==> src/rtl/matmul_pkg.sv <==
// Shared types and helpers for the systolic matrix-multiply engine.
package matmul_pkg;

  typedef enum logic [1:0] {
    S_IDLE    = 2'd0,
    S_LOAD    = 2'd1,
    S_COMPUTE = 2'd2,
    S_OUTPUT  = 2'd3
  } state_t;

  // Accumulator width: full signed product plus growth for N terms.
  function automatic int acc_width(input int n, input int dw);
    return 2 * dw + $clog2(n);
  endfunction

  // ReLU first (if enabled), then either clamp to signed dw or pass through
  // so the caller can keep the low dw bits.
  function automatic logic signed [31:0] post_proc(input logic signed [31:0] v,
                                                   input int dw,
                                                   input logic relu,
                                                   input logic sat);
    logic signed [31:0] t, mx, mn;
    t  = (relu && (v < 0)) ? 32'sd0 : v;
    mx = (32'sd1 <<< (dw - 1)) - 32'sd1;
    mn = -(32'sd1 <<< (dw - 1));
    if (sat) begin
      if (t > mx)      t = mx;
      else if (t < mn) t = mn;
    end
    return t;
  endfunction

endpackage

==> src/rtl/matmul_if.sv <==
// Host-side byte stream in, result byte stream out, config and status.
interface matmul_if #(parameter int DW = 8);
  logic          in_valid;
  logic          in_ready;
  logic [DW-1:0] in_data;
  logic          cfg_transpose;
  logic          cfg_relu;
  logic          cfg_sat;
  logic          abort;
  logic          out_valid;
  logic          out_ready;
  logic [DW-1:0] out_data;
  logic          out_last;
  logic [1:0]    state_out;

  modport master (
    output in_valid, in_data, cfg_transpose, cfg_relu, cfg_sat, abort, out_ready,
    input  in_ready, out_valid, out_data, out_last, state_out
  );

  modport slave (
    input  in_valid, in_data, cfg_transpose, cfg_relu, cfg_sat, abort, out_ready,
    output in_ready, out_valid, out_data, out_last, state_out
  );
endinterface

==> src/rtl/matmul_pe.sv <==
// Systolic multiply-accumulate cell: a flows east, b flows south, one
// registered hop per cell; acc sums the signed products while enabled.
module matmul_pe #(
  parameter int DW    = 8,
  parameter int ACC_W = 17
) (
  input  logic                    clk,
  input  logic                    rst,
  input  logic                    clr_i,
  input  logic                    en_i,
  input  logic [DW-1:0]           a_i,
  input  logic [DW-1:0]           b_i,
  output logic [DW-1:0]           a_o,
  output logic [DW-1:0]           b_o,
  output logic signed [ACC_W-1:0] acc_o
);
  logic [DW-1:0]           a_q, b_q;
  logic signed [ACC_W-1:0] acc_q, acc_d;
  logic signed [2*DW-1:0]  prod;

  // Full-width signed product and running sum.
  always_comb begin
    prod  = (2*DW)'(signed'(a_i)) * (2*DW)'(signed'(b_i));
    acc_d = acc_q + ACC_W'(prod);
  end

  // Pass-through registers and the accumulator; clear wins over enable.
  always_ff @(posedge clk or posedge rst) begin
    if (rst) begin
      a_q   <= '0;
      b_q   <= '0;
      acc_q <= '0;
    end else begin
      a_q <= a_i;
      b_q <= b_i;
      if (clr_i)     acc_q <= '0;
      else if (en_i) acc_q <= acc_d;
    end
  end

  assign a_o   = a_q;
  assign b_o   = b_q;
  assign acc_o = acc_q;
endmodule

==> src/rtl/matmul_engine.sv <==
// NxN systolic matrix-multiply engine: loads W then X as a byte stream,
// runs the array for 3N-1 cycles, then streams C = X*W (or X*W^T) row-major.
module matmul_engine
  import matmul_pkg::*;
#(
  parameter int N  = 2,
  parameter int DW = 8
) (
  input logic     clk,
  input logic     rst,
  matmul_if.slave bus
);
  localparam int ACC_W = acc_width(N, DW);
  localparam int NN    = N * N;
  localparam int LW    = $clog2(2 * NN);
  localparam int CW    = $clog2(3 * N - 1);
  localparam int OW    = $clog2(NN);
  localparam logic [LW-1:0] LD_LAST  = LW'(2 * NN - 1);
  localparam logic [LW-1:0] LD_W     = LW'(NN);
  localparam logic [CW-1:0] CMP_LAST = CW'(3 * N - 2);
  localparam logic [OW-1:0] OUT_LAST = OW'(NN - 1);

  state_t                  state_q, state_d;
  logic [LW-1:0]           cnt_q, cnt_d;
  logic [CW-1:0]           cyc_q, cyc_d;
  logic [OW-1:0]           oidx_q, oidx_d;
  logic                    rdy_q;
  logic                    tr_q, relu_q, sat_q;
  logic [NN-1:0][DW-1:0]   w_q, x_q;
  logic [N-1:0][DW-1:0]    a_feed, b_feed, a_skew_q, b_skew_q;
  logic [N-1:0][N-1:0][DW-1:0] a_w, b_w;
  logic signed [ACC_W-1:0] acc_w [NN];
  logic signed [ACC_W-1:0] acc_sel;
  logic                    xfer, clr_acc, out_vld;

  // rdy_q keeps in_ready low until the first edge after reset releases.
  assign bus.in_ready = rdy_q && ((state_q == S_IDLE) || (state_q == S_LOAD));
  assign xfer         = bus.in_valid && bus.in_ready;

  // State, counters and the ready-enable flag.
  always_ff @(posedge clk or posedge rst) begin
    if (rst) begin
      state_q <= S_IDLE;
      cnt_q   <= '0;
      cyc_q   <= '0;
      oidx_q  <= '0;
      rdy_q   <= 1'b0;
    end else begin
      state_q <= state_d;
      cnt_q   <= cnt_d;
      cyc_q   <= cyc_d;
      oidx_q  <= oidx_d;
      rdy_q   <= 1'b1;
    end
  end

  // Next state; abort beats everything including a same-edge transfer.
  always_comb begin
    state_d = state_q;
    cnt_d   = cnt_q;
    cyc_d   = cyc_q;
    oidx_d  = oidx_q;
    clr_acc = 1'b0;
    if (bus.abort) begin
      state_d = S_IDLE;
      cnt_d   = '0;
      cyc_d   = '0;
      oidx_d  = '0;
      clr_acc = 1'b1;
    end else begin
      unique case (state_q)
        S_IDLE: if (xfer) begin
          state_d = S_LOAD;
          cnt_d   = LW'(1);
        end
        S_LOAD: if (xfer) begin
          if (cnt_q == LD_LAST) begin
            state_d = S_COMPUTE;
            cnt_d   = '0;
            cyc_d   = '0;
            clr_acc = 1'b1;
          end else begin
            cnt_d = cnt_q + LW'(1);
          end
        end
        S_COMPUTE: begin
          if (cyc_q == CMP_LAST) begin
            state_d = S_OUTPUT;
            cyc_d   = '0;
            oidx_d  = '0;
          end else begin
            cyc_d = cyc_q + CW'(1);
          end
        end
        S_OUTPUT: if (bus.out_ready) begin
          if (oidx_q == OUT_LAST) begin
            state_d = S_IDLE;
            oidx_d  = '0;
          end else begin
            oidx_d = oidx_q + OW'(1);
          end
        end
        default: state_d = S_IDLE;
      endcase
    end
  end

  // Operand stores and config latch; config is captured with the first byte only.
  always_ff @(posedge clk or posedge rst) begin
    if (rst) begin
      w_q    <= '0;
      x_q    <= '0;
      tr_q   <= 1'b0;
      relu_q <= 1'b0;
      sat_q  <= 1'b0;
    end else if (xfer && !bus.abort) begin
      if (state_q == S_IDLE) begin
        w_q[0] <= bus.in_data;
        tr_q   <= bus.cfg_transpose;
        relu_q <= bus.cfg_relu;
        sat_q  <= bus.cfg_sat;
      end else if (cnt_q < LD_W) begin
        w_q[OW'(cnt_q)] <= bus.in_data;
      end else begin
        x_q[OW'(cnt_q - LD_W)] <= bus.in_data;
      end
    end
  end

  // Skewed feed: row i of X and column i of W start i cycles late.
  always_comb begin
    a_feed = '0;
    b_feed = '0;
    if (state_q == S_COMPUTE) begin
      for (int i = 0; i < N; i++) begin
        for (int k = 0; k < N; k++) begin
          if (cyc_q == CW'(i + k)) begin
            a_feed[i] = x_q[i*N + k];
            b_feed[i] = tr_q ? w_q[i*N + k] : w_q[k*N + i];
          end
        end
      end
    end
  end

  // Skew registers at the array edge; this hop makes COMPUTE 3N-1 cycles.
  always_ff @(posedge clk or posedge rst) begin
    if (rst) begin
      a_skew_q <= '0;
      b_skew_q <= '0;
    end else begin
      a_skew_q <= a_feed;
      b_skew_q <= b_feed;
    end
  end

  for (genvar e = 0; e < N; e++) begin : g_edge
    assign a_w[e][0] = a_skew_q[e];
    assign b_w[0][e] = b_skew_q[e];
  end

  for (genvar i = 0; i < N; i++) begin : g_row
    for (genvar j = 0; j < N; j++) begin : g_col
      logic [DW-1:0] a_nx, b_nx;

      matmul_pe #(.DW(DW), .ACC_W(ACC_W)) u_pe (
        .clk   (clk),
        .rst   (rst),
        .clr_i (clr_acc),
        .en_i  (state_q == S_COMPUTE),
        .a_i   (a_w[i][j]),
        .b_i   (b_w[i][j]),
        .a_o   (a_nx),
        .b_o   (b_nx),
        .acc_o (acc_w[i*N + j])
      );

      if (j < N - 1) begin : g_east
        assign a_w[i][j+1] = a_nx;
      end else begin : g_east_end
        logic [DW-1:0] east_unused;
        assign east_unused = a_nx;
      end

      if (i < N - 1) begin : g_south
        assign b_w[i+1][j] = b_nx;
      end else begin : g_south_end
        logic [DW-1:0] south_unused;
        assign south_unused = b_nx;
      end
    end
  end

  // Result stream straight off the held accumulators, so a stall keeps it stable.
  assign out_vld       = (state_q == S_OUTPUT);
  assign acc_sel       = acc_w[oidx_q];
  assign bus.out_valid = out_vld;
  assign bus.out_last  = out_vld && (oidx_q == OUT_LAST);
  assign bus.out_data  = out_vld ? DW'(post_proc(32'(acc_sel), DW, relu_q, sat_q)) : '0;
  assign bus.state_out = state_q;
endmodule

==> src/flat_wrapper.sv <==
// flat-port wrapper written by rule: the top's interface ports become plain ports
module matmul_engine_flat import matmul_pkg::*;
#(
  parameter int N  = 2,
  parameter int DW = 8
)
  (clk, rst, bus_in_valid, bus_in_data, bus_cfg_transpose, bus_cfg_relu, bus_cfg_sat, bus_abort, bus_out_ready, bus_in_ready, bus_out_valid, bus_out_data, bus_out_last, bus_state_out);
  matmul_if #(.DW(DW)) bus_i ();
  input logic clk;
  input logic rst;
  input wire logic [$bits(bus_i.in_valid)-1:0] bus_in_valid;
  input wire logic [$bits(bus_i.in_data)-1:0] bus_in_data;
  input wire logic [$bits(bus_i.cfg_transpose)-1:0] bus_cfg_transpose;
  input wire logic [$bits(bus_i.cfg_relu)-1:0] bus_cfg_relu;
  input wire logic [$bits(bus_i.cfg_sat)-1:0] bus_cfg_sat;
  input wire logic [$bits(bus_i.abort)-1:0] bus_abort;
  input wire logic [$bits(bus_i.out_ready)-1:0] bus_out_ready;
  output wire logic [$bits(bus_i.in_ready)-1:0] bus_in_ready;
  output wire logic [$bits(bus_i.out_valid)-1:0] bus_out_valid;
  output wire logic [$bits(bus_i.out_data)-1:0] bus_out_data;
  output wire logic [$bits(bus_i.out_last)-1:0] bus_out_last;
  output wire logic [$bits(bus_i.state_out)-1:0] bus_state_out;
  assign bus_i.in_valid = bus_in_valid;
  assign bus_i.in_data = bus_in_data;
  assign bus_i.cfg_transpose = bus_cfg_transpose;
  assign bus_i.cfg_relu = bus_cfg_relu;
  assign bus_i.cfg_sat = bus_cfg_sat;
  assign bus_i.abort = bus_abort;
  assign bus_i.out_ready = bus_out_ready;
  assign bus_in_ready = bus_i.in_ready;
  assign bus_out_valid = bus_i.out_valid;
  assign bus_out_data = bus_i.out_data;
  assign bus_out_last = bus_i.out_last;
  assign bus_state_out = bus_i.state_out;
  matmul_engine #(.N(N), .DW(DW)) u_core (.clk(clk), .rst(rst), .bus(bus_i));
endmodule
==> config.mk <==
export PLATFORM = sky130hd
export DESIGN_NAME = matmul_engine_flat
export DESIGN_NICKNAME = d
export VERILOG_FILES = /design/src/rtl/matmul_pkg.sv /design/src/rtl/matmul_if.sv /design/src/rtl/matmul_pe.sv /design/src/rtl/matmul_engine.sv /design/src/flat_wrapper.sv
export SDC_FILE = /design/constraint.sdc
export NUM_CORES = 1
export LEC_CHECK = 0
export CAP_MARGIN = 20
export CORE_ASPECT_RATIO = 0.7
export CORE_MARGIN = 2
export CORE_UTILIZATION = 38
export DETAILED_ROUTE_END_ITERATION = 6
export GPL_TIMING_DRIVEN = 0
export SYNTH_ARGS = -nofsm -noshare
export SYNTH_HDL_FRONTEND = slang
export SYNTH_SLANG_ARGS = --single-unit
==> constraint.sdc <==
create_clock -name clk -period 7.6 [get_ports clk]
set_input_delay 1.9 -clock clk [delete_from_list [all_inputs] [get_ports clk]]
set_output_delay 1.9 -clock clk [all_outputs]
set_load 0.05 [all_outputs]
==> flow_summary.ini, run 1 <==
[run_status]
outcome = finished clean

[floorplanning]
start_util_pct = 38.44
core_area_um2 = 55130
boundaryPins = 29
fp.dieH_um = 201.6
rows = 72
die_w_um = 286.3
dieArea_um2 = 57700

[clock_network]
hold_buffers = 0
clkLatencyLatePin_ps = 560
cts_buffer_depth = 3
cts_tree = built
cts_setup_buffers = 0
clk_pin_slew_worst_paths_ps = 70
cts.repair.resized = 0
clock_sinks = 210
clockRootBuffer = clkbuf_16
numCtsBuffers = 23
cts_htree_levels = 1

[finish]
fillers = 5293
fin_nets = 2545
drive_gt1_share_pct = 7.729
syn_to_final_growth_pct = 9.919

[run]
maxCapViolations = 0

[setup_path]
arrival_ps = 6200
setup.worst_path.start_class = flop
path_cells = and2_1 > inv_1 > fa_1 > inv_1 > fa_1 > fa_1 > fa_1 > fa_1 > ha_1 > o21a_1 > o31a_1 > o311ai_0 > o2111ai_1 > xnor2_1 > a211oi_1
crit_top_cell = fa_1
cp_max_fo = 10
critPathMaxStageDelay_ps = 620
critical_path_required_ps = 8060
path_class = reg2reg
critical-path-top-delay-family = adder cells
crit_slowest_cell = dfrtp_1
crit_path_end_kind = flop
path_buf_inv = 2

[synth]
async_reset_ff_share_pct = 100.0
synth_compound_area_share_pct = 6.701
synth.area.top_cells = fa_1, dfrtp_1, ha_1, inv_1, mux2_2
synthMuxAreaShare_pct = 8.219
synth_fa_ha_area_share_pct = 38.81
ys_seq_elements = 210
synth_top_family_by_area = adder cells
ys_types = 63
synth-simple-area-share_pct = 11.96
syn_avg_cell_area_um2 = 10.62
synth.yosys.seq_area_share_pct = 24.80
synth-edff-count = 0
ys.flop_type = dfrtp_1
syn_area_um2 = 21190
syn_inst = 1996
synth_warnings = 0
synthXorXnorAreaFrac_pct = 2.273
synth_nets = 2487
yosys.area.top_type_share_pct = 28.72
yosys.area.top_type = fa_1

[power_and_ir_drop]
ir_drop_mv = 0.1887
total_power_w = 0.003591
p_sw_w = 0.001300
p_int_w = 0.002291
pwr-share-seq_pct = 38.0
clkPwrFrac_pct = 33.6
swShare_pct = 36.21
power_frac_comb_pct = 28.4
leakagePower_nw = 11.86
powerDensity_nw_per_um2 = 154.2

[sta]
tightest_slew_ps = 1008
slew_violations = 0
period_share_pct = 75.53
fin_skew_ps = 31.87
min_period_ps = 5740
max_freq_mhz = 174.2
hold_viol = 0
setup_tns_ps = 0
max-slew-margin-rel_pct = 32.80
grt_setup_unrepaired = false
finalSetupViolations = 0

[detailed_routing]
drt-total-wl_um = 54720
drtAntennaViolNets = 0
vias = 14630
drc = 0
first_pass_iters = 5
post_drt_wl_per_cell_um = 19.46
viasPerCell = 5.205
drt-initial-drc-count = 1064

[min_path]
hp-class = reg2reg

[placed_design]
globalplace.congestion = 0.9177
dp_hpwl_um = 45330
portBuffers = 27

[global_routing]
grt.total_usage_pct = 19.90
grt_overflow_total = 0
grt_pass1_vias = 15330
grt_antenna_before_repair = 3
grt_pass1_wl_um = 88720
grt_start_max_net_pins = 41
-- Yosys cell counts, drive strengths merged, types with 4 or more instances --
library cell and n:
a2111oi 4, a211oi 13, a21oi 48, a22oi 24, a311o 5, a31oi 4, and2 132, and3 4
buf 20, clkbuf 27, dfrtp 210, fa 304, ha 171, inv 350, mux2 83, mux2i 39
mux4 17, nand2 139, nand2b 15, nand3 29, nand3b 5, nor2 111, nor2b 36, nor3 13
nor4b 4, o211ai 13, o21a 17, o21ai 58, o21bai 6, o221ai 4, o22ai 4, o311ai 4
o31a 4, or3 8, xnor2 48, xor2 7
-- flip-flops by register name (all words and copies together), names as in the netlist, 3 cells and up --
signal / flops
u_core.cyc_q: 3
u_core.b_skew_q: 16
u_core.g_row.g_col.u_pe.a_o: 16
u_core.w_q: 32
u_core.x_q: 32
u_core.a_skew_q: 16
u_core.g_row.g_col.u_pe.acc_o: 68
u_core.cnt_q: 3
u_core.g_row.g_col.u_pe.b_o: 16
-- worst paths after layout --
check / start / to / slack [ps] / cells past startpoint
setup / recovery: u_core.b_skew_q[8]$_DFF_PP0_ / u_core.g_row[0].g_col[1].u_pe.acc_o[16]$_DFFE_PP0P_ / 1860 / 15
hold / removal: u_core.b_skew_q[1]$_DFF_PP0_ / u_core.g_row[0].g_col[0].u_pe.b_o[1]$_DFF_PP0_ / 440 / 0
setup reg to reg: u_core.b_skew_q[8]$_DFF_PP0_ / u_core.g_row[0].g_col[1].u_pe.acc_o[16]$_DFFE_PP0P_ / 1860 / 15
hold reg to reg: u_core.b_skew_q[1]$_DFF_PP0_ / u_core.g_row[0].g_col[0].u_pe.b_o[1]$_DFF_PP0_ / 440 / 0
max in group asynchronous: rst / u_core.a_skew_q[8]$_DFF_PP0_ / 4560 / 5
min in group asynchronous: rst / u_core.b_skew_q[11]$_DFF_PP0_ / 1820 / 2
-- cell type report --
type / instances / area [um2] / area share, %
antenna: 1 / 2.502 / 0.01074
buffer: 47 / 216.5 / 0.9293
clock buffer: 32 / 669.4 / 2.874
clock inverter: 9 / 122.6 / 0.5264
inverter: 350 / 1318 / 5.656
multi-input combinational: 1389 / 14410 / 61.85
sequential: 210 / 5255 / 22.56
tap: 740 / 925.9 / 3.975
timing repair buffer: 33 / 377.9 / 1.622
-- cells by family after synthesis --
kind of cell | after synthesis
and+or+nand+nor | 502
adders and majority gates | 475
buffers and inverters | 397
AOI/OAI and AO/OA | 217
DFF | 210
muxes | 139
xor gates and xnor gates | 55
other | 1
-- worst register-to-register path: stages (launching register included) --
cell       delay (ps)
dfrtp_1           620
and2_1            610
inv_1             150
fa_1              550
inv_1              50
fa_1              510
fa_1              440
fa_1              570
fa_1              420
ha_1              350
o21a_1            210
o31a_1            160
o311ai_0          380
o2111ai_1         170
xnor2_1           160
a211oi_1          290
-- layer usage --
layer	vias up	wire length, um	global-route usage [%]
li1	6534	-	-
met1	7593	26690	31.16
met2	448	22220	27.21
met3	56	4949	5.703
met4	0	864	3.403
met5	-	0	0
-- per-stage QoR --
step | cells | cell area (um2) | hold slack, ps | setup WS [ps] | utilization [%]
after CTS | 2810 | 23290 | 449.4 | 1846 | 42.25
after global routing | 2810 | 23290 | 457.8 | 1500 | 42.25
after floorplan | 1996 | 21200 | 351.9 | 2503 | -
final | 2811 | 23290 | 444.0 | 1860 | 42.25
after global placement | 2763 | 22390 | 402.7 | 1298 | 40.61
after detailed placement | 2769 | 22500 | 405.6 | 1864 | 40.81
-- power groups by stage --
stage / combinational, W / sequential, W / clock [W]
after floorplan: 0.000704 / 0.00132 / 0
after global placement: 0.000976 / 0.00138 / 0
after detailed placement: 0.00101 / 0.00138 / 0
after CTS: 0.00101 / 0.00136 / 0.00122
after global routing: 0.00112 / 0.00138 / 0.00126
final: 0.00102 / 0.00137 / 0.00121
-- layout by cell type (no fill, tap or decap), drive strengths merged, types with 5 or more instances in the layout --
cell type,instances
xnor2,48
nor2b,36
or3,8
inv,352
mux2,83
o211ai,13
dfrtp,210
mux4,17
nor2,111
and2,132
nand3,29
o21a,17
ha,171
mux2i,39
a211oi,13
nor3,13
clkdlybuf4s50,27
a22oi,24
nand2b,15
nand2,139
o21ai,58
o21bai,6
clkbuf,59
xor2,7
nand3b,5
a311o,5
a21oi,48
fa,304
buf,26
Power figures use the tool's default switching activity.
==> run 2: changes to the inputs <==
Clock period 7.6 ns to 5 ns, I/O delays scaled along.
==> run 2 against run 1 <==
Against the previous run:
- largest cell class unchanged
- cell area rose by 4.9%
- via count rose by 2.2%
- routed wire length rose by 3.7%
- combinational power rose by 60%
- power rose by 56%
- the run now ends with DRC left
- setup slack got worse by 1700 ps
==> flow_summary.ini, run 2 (synthesis gave the netlist of run 1 again) <==
[sta]
finalSetupViolations = 0
max_freq_mhz = 205.3
period_share_pct = 97.40
hold_viol = 0
tightest_slew_ps = 996.8
fin_skew_ps = 20.12
slew_violations = 0
grt_setup_unrepaired = true
max-slew-margin-rel_pct = 33.55
min_period_ps = 4870
hold_ws_ps = 424.1

[clock_network]
clockRootBuffer = clkbuf_16
clk_pin_slew_worst_paths_ps = 60
cts_tree = built
numCtsBuffers = 24
cts_htree_levels = 1
cts_buffer_depth = 3
hold_buffers = 0
clkLatencyLatePin_ps = 550
clock_sinks = 210

[global_routing]
grt_start_max_net_pins = 43
use_met2_pct = 28.60
met1_usage_pct = 31.20
grt_overflow_total = 0
grt.total_usage_pct = 20.15
grt_use_met3_pct = 5.476
busiest_layer = met1
grt_antenna_before_repair = 0
grt_pass1_vias = 15420
grt_pass1_wl_um = 89620

[finish]
finalInstanceArea_um2 = 24440
fin_nets = 2618
drive_gt1_share_pct = 17.34
syn_to_final_growth_pct = 15.35
fillers = 5260
layout_common_cells = inv_1, fa_1, ha_1
diodes = 0
largest_reg_flops = 68
final_common_cell = inv_1

[placed_design]
globalplace.congestion = 0.9174
place_area_um2 = 22500
dp_hpwl_um = 45260
portBuffers = 27

[power_and_ir_drop]
swShare_pct = 35.89
pwr-share-seq_pct = 37.1
p_int_w = 0.003599
power_frac_comb_pct = 29.0
total_power_w = 0.005613
powerDensity_nw_per_um2 = 229.6
leakagePower_nw = 12.23
ir_drop_mv = 0.3210
clkPwrFrac_pct = 33.9
p_sw_w = 0.002015

[setup_path]
critical_path_required_ps = 5470
setup.worst_path.start_class = flop
crit_path_end_kind = flop
path_class = reg2reg
crit_top_cell = fa_1
path_buf_inv = 2
path_cells = and2_4 > inv_2 > fa_1 > inv_1 > fa_1 > fa_1 > fa_1 > fa_1 > ha_4 > o21a_1 > o31a_1 > o21a_1 > o211ai_1 > a2111oi_2 > nand3b_1
crit_slowest_cell = fa_1
r2r_slack_ps = 130
arrival_ps = 5340
cp_max_fo = 6
critical-path-top-delay-family = adder cells
critPathMaxStageDelay_ps = 570

[min_path]
hp-class = reg2reg

[floorplanning]
rows = 72
fp.dieH_um = 201.6
dieArea_um2 = 57700
start_util_pct = 38.44
core_area_um2 = 55130
die_w_um = 286.3
boundaryPins = 29

[detailed_routing]
drt-initial-drc-count = 1107
post_drt_wl_per_cell_um = 19.67
drt-total-wl_um = 56740
viasPerCell = 5.184
first_pass_iters = 7
drc = 1
drtAntennaViolNets = 0
vias = 14960

[run_status]
violations = DRC
outcome = complete, but fails checks

[run]
maxCapViolations = 0
-- run 2: cell count changes in the layout (fill, tap and decap cells not counted), moves of 9 or more --
| cell | previous run | this run |
|---|---|---|
| ha_4 | 0 | 17 |
| fa_2 | 0 | 9 |
| fa_1 | 304 | 295 |
| buf_4 | 3 | 65 |
| ha_1 | 171 | 152 |
| dfrtp_1 | 210 | 144 |
| dfrtp_2 | 0 | 66 |
-- run 2: area by class of cell --
class	instances	area [um2]	area share [%]
multi-input combinational	1389	14810	60.59
sequential	210	5338	21.84
inverter	350	1318	5.390
timing repair buffer	107	984.7	4.028
tap	740	925.9	3.788
clock buffer	35	723.2	2.958
buffer	45	227.7	0.9316
clock inverter	9	116.4	0.4760
-- run 2: path summary, 6_finish.rpt --
check	startpoint	endpoint	depth (start not counted)
worst max-delay path	u_core.g_row[0].g_col[0].u_pe.a_o[7]$_DFF_PP0_	u_core.g_row[0].g_col[1].u_pe.acc_o[12]$_DFFE_PP0P_	15
worst min-delay path	u_core.b_skew_q[1]$_DFF_PP0_	u_core.g_row[0].g_col[0].u_pe.b_o[1]$_DFF_PP0_	0
worst max register to register	u_core.g_row[0].g_col[0].u_pe.a_o[7]$_DFF_PP0_	u_core.g_row[0].g_col[1].u_pe.acc_o[12]$_DFFE_PP0P_	15
worst min register to register	u_core.b_skew_q[1]$_DFF_PP0_	u_core.g_row[0].g_col[0].u_pe.b_o[1]$_DFF_PP0_	0
max in group asynchronous	rst	u_core.a_skew_q[1]$_DFF_PP0_	5
min in group asynchronous	rst	u_core.b_skew_q[10]$_DFF_PP0_	2
-- run 2: timing repair --
item / 4_1_cts / 5_1_grt
buffers inserted: 24 / 50
setup endpoints to repair: 34 / 21
pin swaps: 12 / 64
resized for setup: 70 / 104
-- run 2: power groups by stage --
stage | combinational [W] | clock, W | sequential, W
after detailed placement | 0.00153 | 0 | 0.00210
final | 0.00163 | 0.00190 | 0.00208
after floorplan | 0.00107 | 0 | 0.00200
after global placement | 0.00149 | 0 | 0.00209
after global routing | 0.00179 | 0.00201 | 0.00209
after CTS | 0.00157 | 0.00193 | 0.00207
-- run 2: per-layer routing --
| metal | share of wire (%) | up-vias |
|---|---|---|
| li1 | - | 6688 |
| met1 | 48 | 7709 |
| met2 | 41 | 500 |
| met3 | 9.3 | 56 |
| met4 | 1.5 | 2 |
| met5 | 0.11 | - |
-- run 2: through the flow --
step           std cells  worst slack, ps  util [%]  setup TNS, ps
3_3_place_gp        2763           -643.9     40.62        -137880
3_5_place_dp        2769           -646.1     40.81         -11340
2_1_floorplan       1996            52.78         -              0
6_report            2885            130.2     44.34              0
4_1_cts             2835            3.863     42.90              0
5_1_grt             2885           -57.46     44.34         -144.8
